--- config.mk ---
export PLATFORM = sky130hd
export DESIGN_NAME = iomem_timer
export DESIGN_NICKNAME = d
export VERILOG_FILES = /design/src/rtl/iomem_timer.sv
export SDC_FILE = /design/constraint.sdc
export NUM_CORES = 1
export LEC_CHECK = 0
export ABC_CLOCK_PERIOD_IN_PS = 3920
export CAP_MARGIN = 0
export CORE_UTILIZATION = 55
export CTS_BUF_LIST = sky130_fd_sc_hd__clkbuf_8
export CTS_CLUSTER_DIAMETER = 60
export DETAILED_ROUTE_END_ITERATION = 8
export HOLD_SLACK_MARGIN = 0.03
export PLACE_DENSITY = 0.82
export SYNTH_ARGS = -nofsm -noshare
export SYNTH_HDL_FRONTEND = slang
export SYNTH_SLANG_ARGS = --single-unit
--- constraint.sdc ---
create_clock -name clk -period 3.92 [get_ports clk]
set_input_delay 1.176 -clock clk [delete_from_list [all_inputs] [get_ports clk]]
set_output_delay 1.176 -clock clk [all_outputs]
set_load 0.03 [all_outputs]
--- src/rtl/iomem_timer.sv ---
// Memory-mapped countdown timer on the iomem bus: prescaler, optional auto-reload
// and a level interrupt (EXPIRED & IRQ_EN). Bus accesses are acknowledged one cycle after they execute.
module iomem_timer #(
    parameter logic [23:0] BASE_HI = 24'h030001
) (
    input  logic        clk,
    input  logic        resetn,
    input  logic        iomem_valid,
    output logic        iomem_ready,
    input  logic [3:0]  iomem_wstrb,
    input  logic [31:0] iomem_addr,
    input  logic [31:0] iomem_wdata,
    output logic [31:0] iomem_rdata,
    output logic        irq
);
    logic [2:0]  ctrl_q, ctrl_d;
    logic [15:0] prescale_q, prescale_d;
    logic [31:0] load_q, load_d;
    logic [31:0] count_q, count_d;
    logic        expired_q, expired_d;
    logic [15:0] pre_q, pre_d;
    logic        ready_q, ready_d;
    logic [31:0] rdata_q, rdata_d;

    logic        exec, reg_hit, wr;
    logic [2:0]  idx;
    logic        wr_ctrl, wr_pre, wr_load, wr_status, clr_exp;
    logic        run, tick, expire;
    logic [31:0] rd_val;
    logic        unused_addr;

    assign unused_addr = ^iomem_addr[1:0];

    // Handshake: an access executes when valid, selected and not already acknowledging;
    // ready then pulses for one cycle alongside rdata, so valid may stay high through it.
    always_comb begin
        exec      = iomem_valid && !ready_q && (iomem_addr[31:8] == BASE_HI);
        reg_hit   = exec && (iomem_addr[7:5] == 3'd0);
        idx       = iomem_addr[4:2];
        wr        = reg_hit && (iomem_wstrb != 4'd0);
        wr_ctrl   = wr && (idx == 3'd0);
        wr_pre    = wr && (idx == 3'd1);
        wr_load   = wr && (idx == 3'd2);
        wr_status = wr && (idx == 3'd3);
        clr_exp   = wr_status && iomem_wstrb[0] && iomem_wdata[0];

        rd_val = 32'd0;
        if (iomem_addr[7:5] == 3'd0) begin
            case (idx)
                3'd0:    rd_val = {29'd0, ctrl_q};
                3'd1:    rd_val = {16'd0, prescale_q};
                3'd2:    rd_val = load_q;
                3'd3:    rd_val = {31'd0, expired_q};
                3'd4:    rd_val = count_q;
                default: rd_val = 32'd0;
            endcase
        end

        ctrl_d = ctrl_q;
        if (wr_ctrl && iomem_wstrb[0]) ctrl_d = iomem_wdata[2:0];

        prescale_d = prescale_q;
        if (wr_pre && iomem_wstrb[0]) prescale_d[7:0]  = iomem_wdata[7:0];
        if (wr_pre && iomem_wstrb[1]) prescale_d[15:8] = iomem_wdata[15:8];

        load_d = load_q;
        for (int b = 0; b < 4; b++) begin
            if (wr_load && iomem_wstrb[b]) load_d[b*8 +: 8] = iomem_wdata[b*8 +: 8];
        end

        run  = ctrl_q[0] && (count_q != 32'd0);
        tick = run && (pre_q == prescale_q);

        pre_d = pre_q;
        if (!ctrl_q[0])  pre_d = 16'd0;
        else if (run)    pre_d = tick ? 16'd0 : pre_q + 16'd1;

        count_d = count_q;
        expire  = 1'b0;
        if (tick) begin
            if (count_q > 32'd1) begin
                count_d = count_q - 32'd1;
            end else begin
                expire  = 1'b1;
                count_d = ctrl_q[1] ? load_q : 32'd0;
            end
        end
        // A LOAD write overrides any tick landing on the same edge, expiry included.
        if (wr_load) begin
            count_d = load_d;
            pre_d   = 16'd0;
            expire  = 1'b0;
        end

        expired_d = expired_q;
        if (clr_exp) expired_d = 1'b0;
        if (expire)  expired_d = 1'b1;

        ready_d = exec;
        rdata_d = exec ? rd_val : rdata_q;
    end

    always_ff @(posedge clk or negedge resetn) begin
        if (!resetn) begin
            ctrl_q     <= 3'd0;
            prescale_q <= 16'd0;
            load_q     <= 32'd0;
            count_q    <= 32'd0;
            expired_q  <= 1'b0;
            pre_q      <= 16'd0;
            ready_q    <= 1'b0;
            rdata_q    <= 32'd0;
        end else begin
            ctrl_q     <= ctrl_d;
            prescale_q <= prescale_d;
            load_q     <= load_d;
            count_q    <= count_d;
            expired_q  <= expired_d;
            pre_q      <= pre_d;
            ready_q    <= ready_d;
            rdata_q    <= rdata_d;
        end
    end

    assign iomem_ready = ready_q;
    assign iomem_rdata = rdata_q;
    assign irq         = expired_q & ctrl_q[2];
endmodule

# == Word-level counts from Yosys, hierarchy flattened ==
# Cells that the tools add are included.
# W data, S select, Z words.
# totals
regBits,133
inputBits,71
output_inout_bits,34
# op_classes
n_addsub,2
magnitude_cmp,1
eq_ne,7
n_mux,19
bitwise,1
n_reduce_logical,26
# op_table
op,count
$mux W32,5
$pmux W32 S5,1
$mux W16,4
$gt A32 B1 Y1 const B,1
$mux W8,4
$reduce_bool A32 Y1,1
$sub A32 B1 Y32 const B,1
$eq A24 B18 Y1 const B,1
$logic_and A1 B1 Y1,19
$add A16 B1 Y16 const B,1
$eq A16 B16 Y1,1
$eq A3 B2 Y1 const B,2
$logic_not A3 Y1,2
$mux W1,5
$reduce_bool A2 Y1,2
$reduce_bool A4 Y1,1
$eq A3 B1 Y1 const B,1
$eq A3 B3 Y1 const B,1
$ne A3 B1 Y1 const B,1
$and A1 B1 Y1,1
$logic_not A1 Y1,1

# == Longest topological paths before layout ==
# Gate-level depths: netlist of run 1.
# logic_depth
depth_word,10
ltp_mapped,9
ltp_nobuf,8

# == Worst setup path after synthesis of run 1 ==
# OpenSTA, ideal clock, no wires.
# synth_timing
path_type,input-to-reg
start,in iomem_addr[31]
end,reg count_q[22]
setup_time_ns,0.124
arrival_time_ns,3.211
setup_slack_ns,0.585
cell_stages,7
path_buffers,1
path_cell_list,nor4b_1 -> nand4_1 -> or4_1 -> clkbuf_1 -> mux2_1 -> and2_1 -> a211o_1
# synth_via
elab_chain_len,8
elab_cells_between_ends,9
classes_between,eq/ne (1); mux (2); reduce/logical (6)
# synth_rtl
item,line,text
"start, declared",11,"input logic [31:0] iomem_addr,"
$eq A24 B18 Y1,37,exec = iomem_valid && !ready_q && (iomem_addr[31:8] == BASE_HI);
$logic_and A1 B1 Y1,37,
$logic_and A1 B1 Y1,38,reg_hit = exec && (iomem_addr[7:5] == 3'd0);
$logic_and A1 B1 Y1,40,wr = reg_hit && (iomem_wstrb != 4'd0);
$logic_and A1 B1 Y1,43,wr_load = wr && (idx == 3'd2);
$logic_and A1 B1 Y1,68,if (wr_load && iomem_wstrb[b]) load_d[b*8 +: 8] = iomem_wdata[b*8 +: 8];
$mux W8,68,
net load_d[22],18,"logic [31:0] load_q, load_d;"
$mux W32,89,if (wr_load) begin
"end signal, assigned",117,count_q <= count_d;
"end, declared",19,"logic [31:0] count_q, count_d;"
# The timed path passes the listed nets, and every way through them passes these cells.
# A chain may end at the register's enable or synchronous reset.

# == Final worst setup path of run 1 ==
# layout_timing
start,in iomem_addr[24]
end,reg count_q[22]
# Same word-level chain as after synthesis.

==> impl_metrics.py, run 1 <==
metrics = {
    "setup_path": {
        "worstSetupStartpointType": "input port",
        "crit_buf_inv": 1,
        "crit_path_start": "iomem_addr[24]",
        "cpMaxStageDelayCell": "or4_1",
        "r2r_start": "count_q[14]",
        "critPathTopFamily": "simple AND/OR/NAND/NOR gates",
        "cp.arrival_ps": 3720,
        "r2r_setup_slack_ps": 570,
        "cp_max_fo": 6,
        "path_depth": 7,
        "cp_data_required_time_ps": 4270,
        "critPathKind": "input port to register",
        "setup.worst_path.end_class": "register",
        "crit_path_cell_trace": "clkdlybuf4s50_1 > nor4bb_1 > nand3_1 > or4_1 > mux2_1 > and2_1 > a211o_1",
        "endpoint": "count_q[22]",
        "r2r-end": "count_q[1]",
        "reg2reg_depth": 6,
        "slowest_delay_ps": 680,
    },
    "placement": {
        "dpl.hpwl_um": 15700,
        "place_area_um2": 8750,
        "gp_congestion": 0.936,
        "io_buffers": 102,
    },
    "sta": {
        "fin_tns_setup_ps": 0,
        "clock_skew_ps": 13.8,
        "finalSetupViolCount": 0,
        "fmaxAchievable_ghz": 0.297,
        "worst_slew_pin_slew_ps": 1260,
        "rsz0062_at_grt": "no",
        "post-route-min-period_ps": 3370,
        "period_share_pct": 86.0,
        "hold_viol_final": 0,
        "relSlewSlack_pct": 15.9,
        "slew_violations": 0,
    },
    "synthesis": {
        "syn_area_um2": 7470,
        "synth_edf_count": 0,
        "ys_async_sr_fraction_pct": 100,
        "synthCells": 789,
        "syn_nets": 864,
        "seq_area_frac_synth_pct": 44.5,
        "synthFlopType": "dfrtp_1",
        "synth.distinct_cells": 55,
        "yosysWarnings": 0,
        "syn_area_per_cell_um2": 9.47,
        "ys_ff_latch": 133,
    },
    "grt": {
        "grt_pass1_wl_um": 35000,
        "grt_usage_pct": 32.5,
        "grt_max_degree": 62,
        "grt_pass1_vias": 6712,
        "grt_overflow_total": 0,
        "antenna_found_initial": 0,
    },
    "die": {
        "die_h_um": 119,
        "core_area_um2": 13200,
        "num_rows": 42,
        "die_x_um": 119,
        "dieArea_um2": 14100,
        "initial_utilization_pct": 56.4,
        "io-pin-count": 105,
    },
    "clock_network": {
        "clkTransAtPathRegs_ps": 70,
        "cts.path.max_buffers": 2,
        "cts.sinks": 133,
        "htreeDepth": 4,
        "cts_hold_buf": 0,
        "cts_setup_buffers": 0,
        "root_buffer": "clkbuf_8",
        "clk_latency_ps": 470,
        "cts_buffers": 17,
        "post_cts_resized": 0,
        "cts_tree": "done",
    },
    "power_and_ir_drop": {
        "ir_worst_vdd_uv": 219,
        "power.density_nw_per_um2": 293,
        "cellLeakagePower_nw": 3.77,
    },
    "drt": {
        "drtAntennaViolNets": 0,
        "drt_wl_total_um": 21900,
        "first_iter_violations": 762,
        "firstDrtPassIters": 5,
        "drc_errors": 0,
        "vias": 6986,
        "via_per_inst": 6.51,
        "avgRoutedWirePerCell_um": 20.4,
    },
    "layout": {
        "area_growth_syn_to_layout_pct": 22.5,
        "insertedDiodeCount": 0,
        "stdcell_area_um2": 9150,
        "drive_above_1_share_pct": 14.2,
        "fin_nets": 959,
    },
    "job": {
        "cap_viol_max_count": 0,
    },
    "run_status": {
        "outcome": "finished clean",
    },
    "hold_path": {
        "min_path_type": "register to register",
        "holdCritStartpoint": "iomem_rdata[6]",
    },
}
## worst min-delay path by stage
stage / endpoint / depth (start not counted) / slack, ps
3_5_place_dp: iomem_rdata[6] / 2 / 470
6_report: iomem_rdata[6] / 2 / 480
4_1_cts: iomem_rdata[6] / 2 / 490
2_1_floorplan: expired_q / 2 / 490
3_3_place_gp: iomem_rdata[2] / 2 / 460
5_1_grt: iomem_rdata[21] / 2 / 510
## area by class of cell
cell class	instances	area [µm²]
fillers	1046	4090
multi-input cells	592	3900
flip-flops and latches	133	3330
repair buffers	135	1290
clock buffers	21	289
well taps	176	220
clock inverters	11	109
inverters	5	18.8
## cells in the final DEF, fill, tap and decap left out, types with 18 or more instances in the layout
master	count
and3_1	20
nand2_1	69
buf_4	32
a21oi_1	56
a22oi_1	35
clkdlybuf4s50_1	101
nor2_1	41
mux2_2	51
clkbuf_8	21
nor4_1	18
nand3_1	19
xnor2_1	29
o21ai_0	64
dfrtp_1	133
## registers in the layout (all words and copies together), names as in the netlist
name,cells
count_q,32
iomem_rdata,32
load_q,32
pre_q,16
prescale_q,16
ctrl_q,3
expired_q,1
iomem_ready,1
## layer usage
metal / GRT usage [%] / vias to the layer above / part of all wire, %
met1: 45.6 / 3356 / 42
li1: - / 3118 / -
met2: 47.4 / 457 / 44
met3: 9.89 / 55 / 12
met4: 12.1 / 0 / 2.3
met5: 0 / - / 0
## cell usage after synthesis (all sizes together) (3+ instances only)
cell type | number | area [µm²]
a211o | 8 | 70.1
a211oi | 4 | 30.0
a21oi | 56 | 280
a22oi | 35 | 263
a2bb2oi | 12 | 105
a31oi | 5 | 31.3
and2 | 3 | 18.8
and3 | 20 | 125
and4 | 3 | 26.3
buf | 10 | 55.1
clkbuf | 49 | 184
dfrtp | 133 | 3330
ha | 4 | 50.1
inv | 5 | 18.8
mux2 | 53 | 597
mux2i | 15 | 150
nand2 | 69 | 259
nand2b | 4 | 25.0
nand3 | 19 | 95.1
nand4 | 13 | 81.3
nor2 | 41 | 154
nor2b | 9 | 56.3
nor3 | 15 | 75.1
nor3b | 3 | 22.5
nor4 | 19 | 134
o211ai | 7 | 52.6
o21ai | 75 | 375
o2bb2ai | 6 | 52.6
o31ai | 8 | 60.1
o41ai | 4 | 42.6
or2 | 8 | 50.1
or3 | 15 | 93.8
or4 | 9 | 67.6
xnor2 | 29 | 254
xor2 | 5 | 43.8
## power by group
| group | internal, mW | switching [mW] |
|---|---|---|
| combinational | 0.0809 | 0.0815 |
| sequential | 1.37 | 0.000000111 |
| clock | 0.621 | 0.528 |
| total | 2.07 | 0.609 |
## per-stage QoR
stage          std cells  hold WS, ps  setup slack, ps  power (mW)  util [%]
2_1_floorplan        789          487              585        1.43         -
3_3_place_gp        1041          463             93.0        1.56      66.1
3_5_place_dp        1041          470             89.1        1.56      66.1
4_1_cts             1073          485              565        2.69      69.1
5_1_grt             1073          515              426        2.76      69.1
6_report            1073          482              551        2.68      69.1
## worst reg2reg max path: stages (launching register included)
cell	delay, ps
dfrtp_1	420
or3_1	560
nor4_1	700
nand4_1	390
and3_1	620
mux2i_1	240
mux2_2	300
## cell families (layout without fill, tap and decap cells)
group / after synthesis / in the layout / share of synthesized area (%)
xor gates and xnor gates: 34 / 34 / 3.99
DFF: 133 / 133 / 44.5
muxes: 68 / 68 / 10.0
and+or+nand+nor: 258 / 258 / 18.2
buffers and inverters: 64 / 172 / 3.45
AOI/OAI and AO/OA: 228 / 228 / 19.2
adders and majority gates: 4 / 4 / 0.670
No activity file was read; power rests on OpenSTA's default activity.
==> run 2: changes to the inputs <==
--- a/config.mk
+++ b/config.mk
@@ -5,7 +5,7 @@
 export SDC_FILE = /design/constraint.sdc
 export NUM_CORES = 1
 export LEC_CHECK = 0
-export ABC_CLOCK_PERIOD_IN_PS = 3920
+export ABC_CLOCK_PERIOD_IN_PS = 4250
 export CAP_MARGIN = 0
 export CORE_UTILIZATION = 55
 export CTS_BUF_LIST = sky130_fd_sc_hd__clkbuf_8
==> constraint.sdc (replaced) <==
create_clock -name clk -period 4.25 [get_ports clk]
set_input_delay 1.275 -clock clk [delete_from_list [all_inputs] [get_ports clk]]
set_output_delay 1.275 -clock clk [all_outputs]
set_load 0.03 [all_outputs]
==> impl_metrics.py, run 2 (same netlist as run 1, synthesis figures left out) <==
metrics = {
    "grt": {
        "grt_usage_pct": 32.3,
        "grt_pass1_wl_um": 34900,
        "grt_overflow_total": 0,
        "antenna_found_initial": 1,
        "grt_max_degree": 72,
        "grt_pass1_vias": 6406,
    },
    "setup_path": {
        "crit_path_cell_trace": "clkdlybuf4s50_1 > nor3b_2 > o41ai_1 > buf_4 > nor4_4 > nand2_1 > mux2_2 > mux2_2",
        "crit_buf_inv": 2,
        "path_depth": 8,
        "r2r_start": "count_q[14]",
        "worstSetupStartpointType": "input port",
        "reg2reg_depth": 7,
        "slowest_delay_ps": 570,
        "r2r-end": "pre_q[3]",
        "critPathTopFamily": "simple AND/OR/NAND/NOR gates",
        "cpMaxStageDelayCell": "nor3b_2",
        "cp_data_required_time_ps": 4600,
        "endpoint": "count_q[1]",
        "crit_path_start": "iomem_addr[3]",
        "setup.worst_path.end_class": "register",
        "crit_top_cell": "mux2_2",
        "critPathKind": "input port to register",
        "r2r_setup_slack_ps": 860,
        "cp.arrival_ps": 3970,
        "cp_max_fo": 8,
    },
    "power_and_ir_drop": {
        "combPwrFrac_pct": 5.7,
        "p_sw_share_pct": 21.4,
        "cellLeakagePower_nw": 3.76,
        "power_frac_clock_pct": 46.2,
        "p_switching_mw": 0.563,
        "finalPower_mw": 2.63,
        "power.density_nw_per_um2": 287,
        "ir_worst_vdd_uv": 182,
        "seq_power_share_pct": 48.1,
        "p_int_mw": 2.07,
    },
    "hold_path": {
        "holdCritStartpoint": "iomem_rdata[10]",
        "min_path_type": "register to register",
    },
    "drt": {
        "first_iter_violations": 734,
        "firstDrtPassIters": 5,
        "avgRoutedWirePerCell_um": 20.9,
        "drc_errors": 0,
        "drt_wl_total_um": 22200,
        "via_per_inst": 6.54,
        "vias": 6955,
        "drtAntennaViolNets": 0,
    },
    "layout": {
        "insertedDiodeCount": 0,
        "area_growth_syn_to_layout_pct": 22.5,
        "final_common_cell": "dfrtp_1",
        "fin_nets": 951,
        "drive_above_1_share_pct": 13.6,
        "final_cell_mix": "dfrtp_1 (133), clkdlybuf4s50_1 (101), nand2_1 (69)",
    },
    "die": {
        "die_x_um": 119,
        "initial_utilization_pct": 56.4,
        "die_h_um": 119,
        "num_rows": 42,
        "core_area_um2": 13200,
        "io-pin-count": 105,
        "dieArea_um2": 14100,
    },
    "sta": {
        "fmaxAchievable_ghz": 0.276,
        "rsz0062_at_grt": "no",
        "fin_tns_setup_ps": 0,
        "post-route-min-period_ps": 3630,
        "clock_skew_ps": 8.85,
        "worst_slew_pin_slew_ps": 1280,
        "period_share_pct": 85.3,
        "slew_violations": 0,
        "finalSetupViolCount": 0,
        "hold_viol_final": 0,
        "relSlewSlack_pct": 14.7,
    },
    "clock_network": {
        "post_cts_resized": 0,
        "cts.path.max_buffers": 2,
        "cts_hold_buf": 0,
        "clk_latency_ps": 460,
        "cts.sinks": 133,
        "cts_buffers": 17,
        "htreeDepth": 4,
        "cts_setup_buffers": 0,
        "root_buffer": "clkbuf_8",
        "clkTransAtPathRegs_ps": 80,
        "cts_tree": "done",
    },
    "job": {
        "cap_viol_max_count": 0,
    },
    "run_status": {
        "outcome": "finished clean",
    },
    "placement": {
        "gp_congestion": 0.935,
        "io_buffers": 102,
        "dpl.hpwl_um": 15500,
    },
}
## run 2: changes by cell type in the layout (fill, tap and decap cells not counted), sizes merged
| cell | before | now |
|---|---|---|
| clkinvlp | 3 | 0 |
| clkbuf | 21 | 23 |
| buf | 34 | 26 |
| clkinv | 3 | 4 |
| inv | 8 | 5 |
| bufinv | 2 | 4 |
## run 2: worst min path at each step
stage,endpoint,slack [ps],cells after the start
2_1_floorplan,expired_q,490,2
3_3_place_gp,iomem_rdata[3],460,2
3_5_place_dp,iomem_rdata[14],470,2
4_1_cts,iomem_rdata[14],490,2
5_1_grt,iomem_rdata[10],500,2
6_report,iomem_rdata[10],480,2
## run 2: layout make-up
| class | instances | area (µm²) |
|---|---|---|
| flip-flops and latches | 133 | 3330 |
| multi-input cells | 592 | 3900 |
| clock buffers | 23 | 317 |
| clock inverters | 8 | 144 |
| fillers | 1039 | 4090 |
| repair buffers | 127 | 1230 |
| well taps | 176 | 220 |
| inverters | 5 | 18.8 |
## run 2: stage by stage
| step | hold slack, ps | setup slack (ps) | utilization, % | area [µm²] | std cells |
|---|---|---|---|---|---|
| global route | 497 | 490 | 69.1 | 9160 | 1064 |
| CTS | 488 | 673 | 69.1 | 9160 | 1064 |
| detailed placement | 471 | 190 | 65.7 | 8690 | 1033 |
| floorplan | 487 | 816 | - | 7470 | 789 |
| finish | 482 | 625 | 69.1 | 9160 | 1064 |
| global placement | 465 | 312 | 65.7 | 8690 | 1033 |
## run 2: worst reg2reg max path, delay by kind of cell (launching register included)
kind	cells	cell delay, ps
compound gates	2	380
buf+inv	1	300
flops	1	430
simple gates	4	2190
## run 2: per-layer routing
metal  vias up  wire, µm  track usage [%]
li1       3094         -                -
met4         0       551             13.0
met5         -         0                0
met1      3371      9400             46.2
met2       442      9860             47.1
met3        48      2410             7.77
## run 2: power by group through the flow
stage                     clock (mW)  sequential, mW  combinational, mW
after floorplan                    0            1.29             0.0321
after global placement             0            1.29              0.146
after detailed placement           0            1.29              0.149
after CTS                       1.23            1.26              0.149
after global routing            1.28            1.26              0.161
final                           1.22            1.27              0.150
==> run 3: changes to the inputs <==
--- a/config.mk
+++ b/config.mk
@@ -7,6 +7,7 @@
 export LEC_CHECK = 0
 export ABC_CLOCK_PERIOD_IN_PS = 4250
 export CAP_MARGIN = 0
+export CORE_MARGIN = 5
 export CORE_UTILIZATION = 55
 export CTS_BUF_LIST = sky130_fd_sc_hd__clkbuf_8
 export CTS_CLUSTER_DIAMETER = 60
==> impl_metrics.py, run 3 (same netlist as run 1, synthesis figures left out) <==
metrics = {
    "layout": {
        "multiInputGateArea_um2": 3900,
        "final_cell_mix": "dfrtp_1 (133), clkdlybuf4s50_1 (101), nand2_1 (69)",
        "final_common_cell": "dfrtp_1",
        "fin_nets": 954,
        "drive_above_1_share_pct": 13.8,
        "insertedDiodeCount": 0,
        "final_util_pct": 68.3,
        "area_growth_syn_to_layout_pct": 21.6,
        "regArea_um2": 3330,
        "fill_cells": 1009,
    },
    "drt": {
        "drtAntennaViolNets": 0,
        "drt_wl_total_um": 22700,
        "drc_errors": 0,
        "firstDrtPassIters": 5,
        "avgRoutedWirePerCell_um": 21.3,
        "vias": 6993,
        "first_iter_violations": 909,
        "via_per_inst": 6.55,
    },
    "grt": {
        "grt_max_degree": 65,
        "grt_usage_pct": 28.3,
        "antenna_found_initial": 0,
        "grt_overflow_total": 0,
        "grt_pass1_wl_um": 35800,
        "grt_pass1_vias": 6494,
    },
    "setup_path": {
        "cp.arrival_ps": 3920,
        "setup.worst_path.end_class": "register",
        "crit_buf_inv": 1,
        "cp_max_fo": 12,
        "critPathTopFamily": "simple AND/OR/NAND/NOR gates",
        "cp_data_required_time_ps": 4620,
        "crit_path_cell_trace": "clkdlybuf4s50_1 > o41ai_1 > nor4_4 > nor2b_1 > nand2_1 > nor2b_1",
        "critPathKind": "input port to register",
        "slowest_delay_ps": 880,
        "cpMaxStageDelayCell": "o41ai_1",
        "worstSetupStartpointType": "input port",
        "crit_top_cell": "nor2b_1",
    },
    "placement": {
        "dpl.hpwl_um": 16300,
        "gp_congestion": 0.929,
        "io_buffers": 102,
    },
    "clock_network": {
        "cts_hold_buf": 0,
        "clk_latency_ps": 460,
        "cts_setup_buffers": 0,
        "root_buffer": "clkbuf_8",
        "htreeDepth": 4,
        "post_cts_resized": 0,
        "cts_buffers": 17,
        "cts_tree": "done",
        "cts.path.max_buffers": 2,
        "clkTransAtPathRegs_ps": 70,
        "cts.sinks": 133,
    },
    "die": {
        "initial_utilization_pct": 56.2,
        "io-pin-count": 105,
        "die_h_um": 127,
        "die_x_um": 127,
        "num_rows": 42,
        "dieArea_um2": 16000,
        "core_area_um2": 13300,
    },
    "sta": {
        "rsz0062_at_grt": "no",
        "clock_skew_ps": 9.97,
        "slew_violations": 0,
        "hold_viol_final": 0,
        "fin_tns_setup_ps": 0,
        "whs_ps": 479,
        "fmaxAchievable_ghz": 0.282,
        "worst_slew_pin_slew_ps": 1110,
        "post-route-min-period_ps": 3550,
        "period_share_pct": 83.6,
        "relSlewSlack_pct": 26.1,
        "finalSetupViolCount": 0,
    },
    "power_and_ir_drop": {
        "power.density_nw_per_um2": 273,
        "cellLeakagePower_nw": 3.74,
        "ir_worst_vdd_uv": 210,
    },
    "job": {
        "cap_viol_max_count": 0,
    },
    "run_status": {
        "outcome": "finished clean",
    },
    "hold_path": {
        "min_path_type": "register to register",
    },
}
## run 3: layer usage
layer,vias to the layer above,GRT usage [%],share of wire [%]
li1,3100,-,-
met1,3370,41.5,42
met2,479,41.7,44
met3,44,7.48,12
met4,0,7.76,1.8
met5,-,0,0
## run 3: power by group
group / leakage [nW] / internal [mW] / switching, mW
clock: 0.208 / 0.573 / 0.491
combinational: 1.76 / 0.0726 / 0.0759
sequential: 1.77 / 1.27 / 0.000000101
total: 3.74 / 1.91 / 0.567
## run 3: cell type report
type,instances,area share [%]
Clock inverter,10,1.16
Timing Repair Buffer,130,13.5
Sequential cell,133,36.6
Multi-Input combinational cell,592,42.9
Tap cell,176,2.42
Clock buffer,21,3.18
Inverter,5,0.207
## run 3: worst min-delay path, cell delays in order, from the launching register on
cell and delay, ps:
dfrtp_1 350, nand2_1 40, o21ai_0 60
## run 3: through the flow
| stage | cells | setup slack, ps | power [mW] | cell area (µm²) |
|---|---|---|---|---|
| final | 1067 | 699 | 2.48 | 9090 |
| after global placement | 1036 | 314 | 1.44 | 8690 |
| after detailed placement | 1036 | 255 | 1.44 | 8690 |
| after CTS | 1067 | 725 | 2.48 | 9090 |
| after floorplan | 789 | 816 | 1.32 | 7470 |
| after global routing | 1067 | 610 | 2.56 | 9090 |
## run 3: path summary, 6_finish.rpt
path	slack (ps)	endpoint	from	cells past startpoint
max	700	pre_q[12]	iomem_wstrb[0]	6
min	480	iomem_rdata[3]	iomem_rdata[3]	2
max reg2reg	940	pre_q[11]	count_q[4]	7
min reg2reg	480	iomem_rdata[3]	iomem_rdata[3]	2
max in group asynchronous	2440	iomem_rdata[18]	resetn	2
min in group asynchronous	910	prescale_q[3]	resetn	1
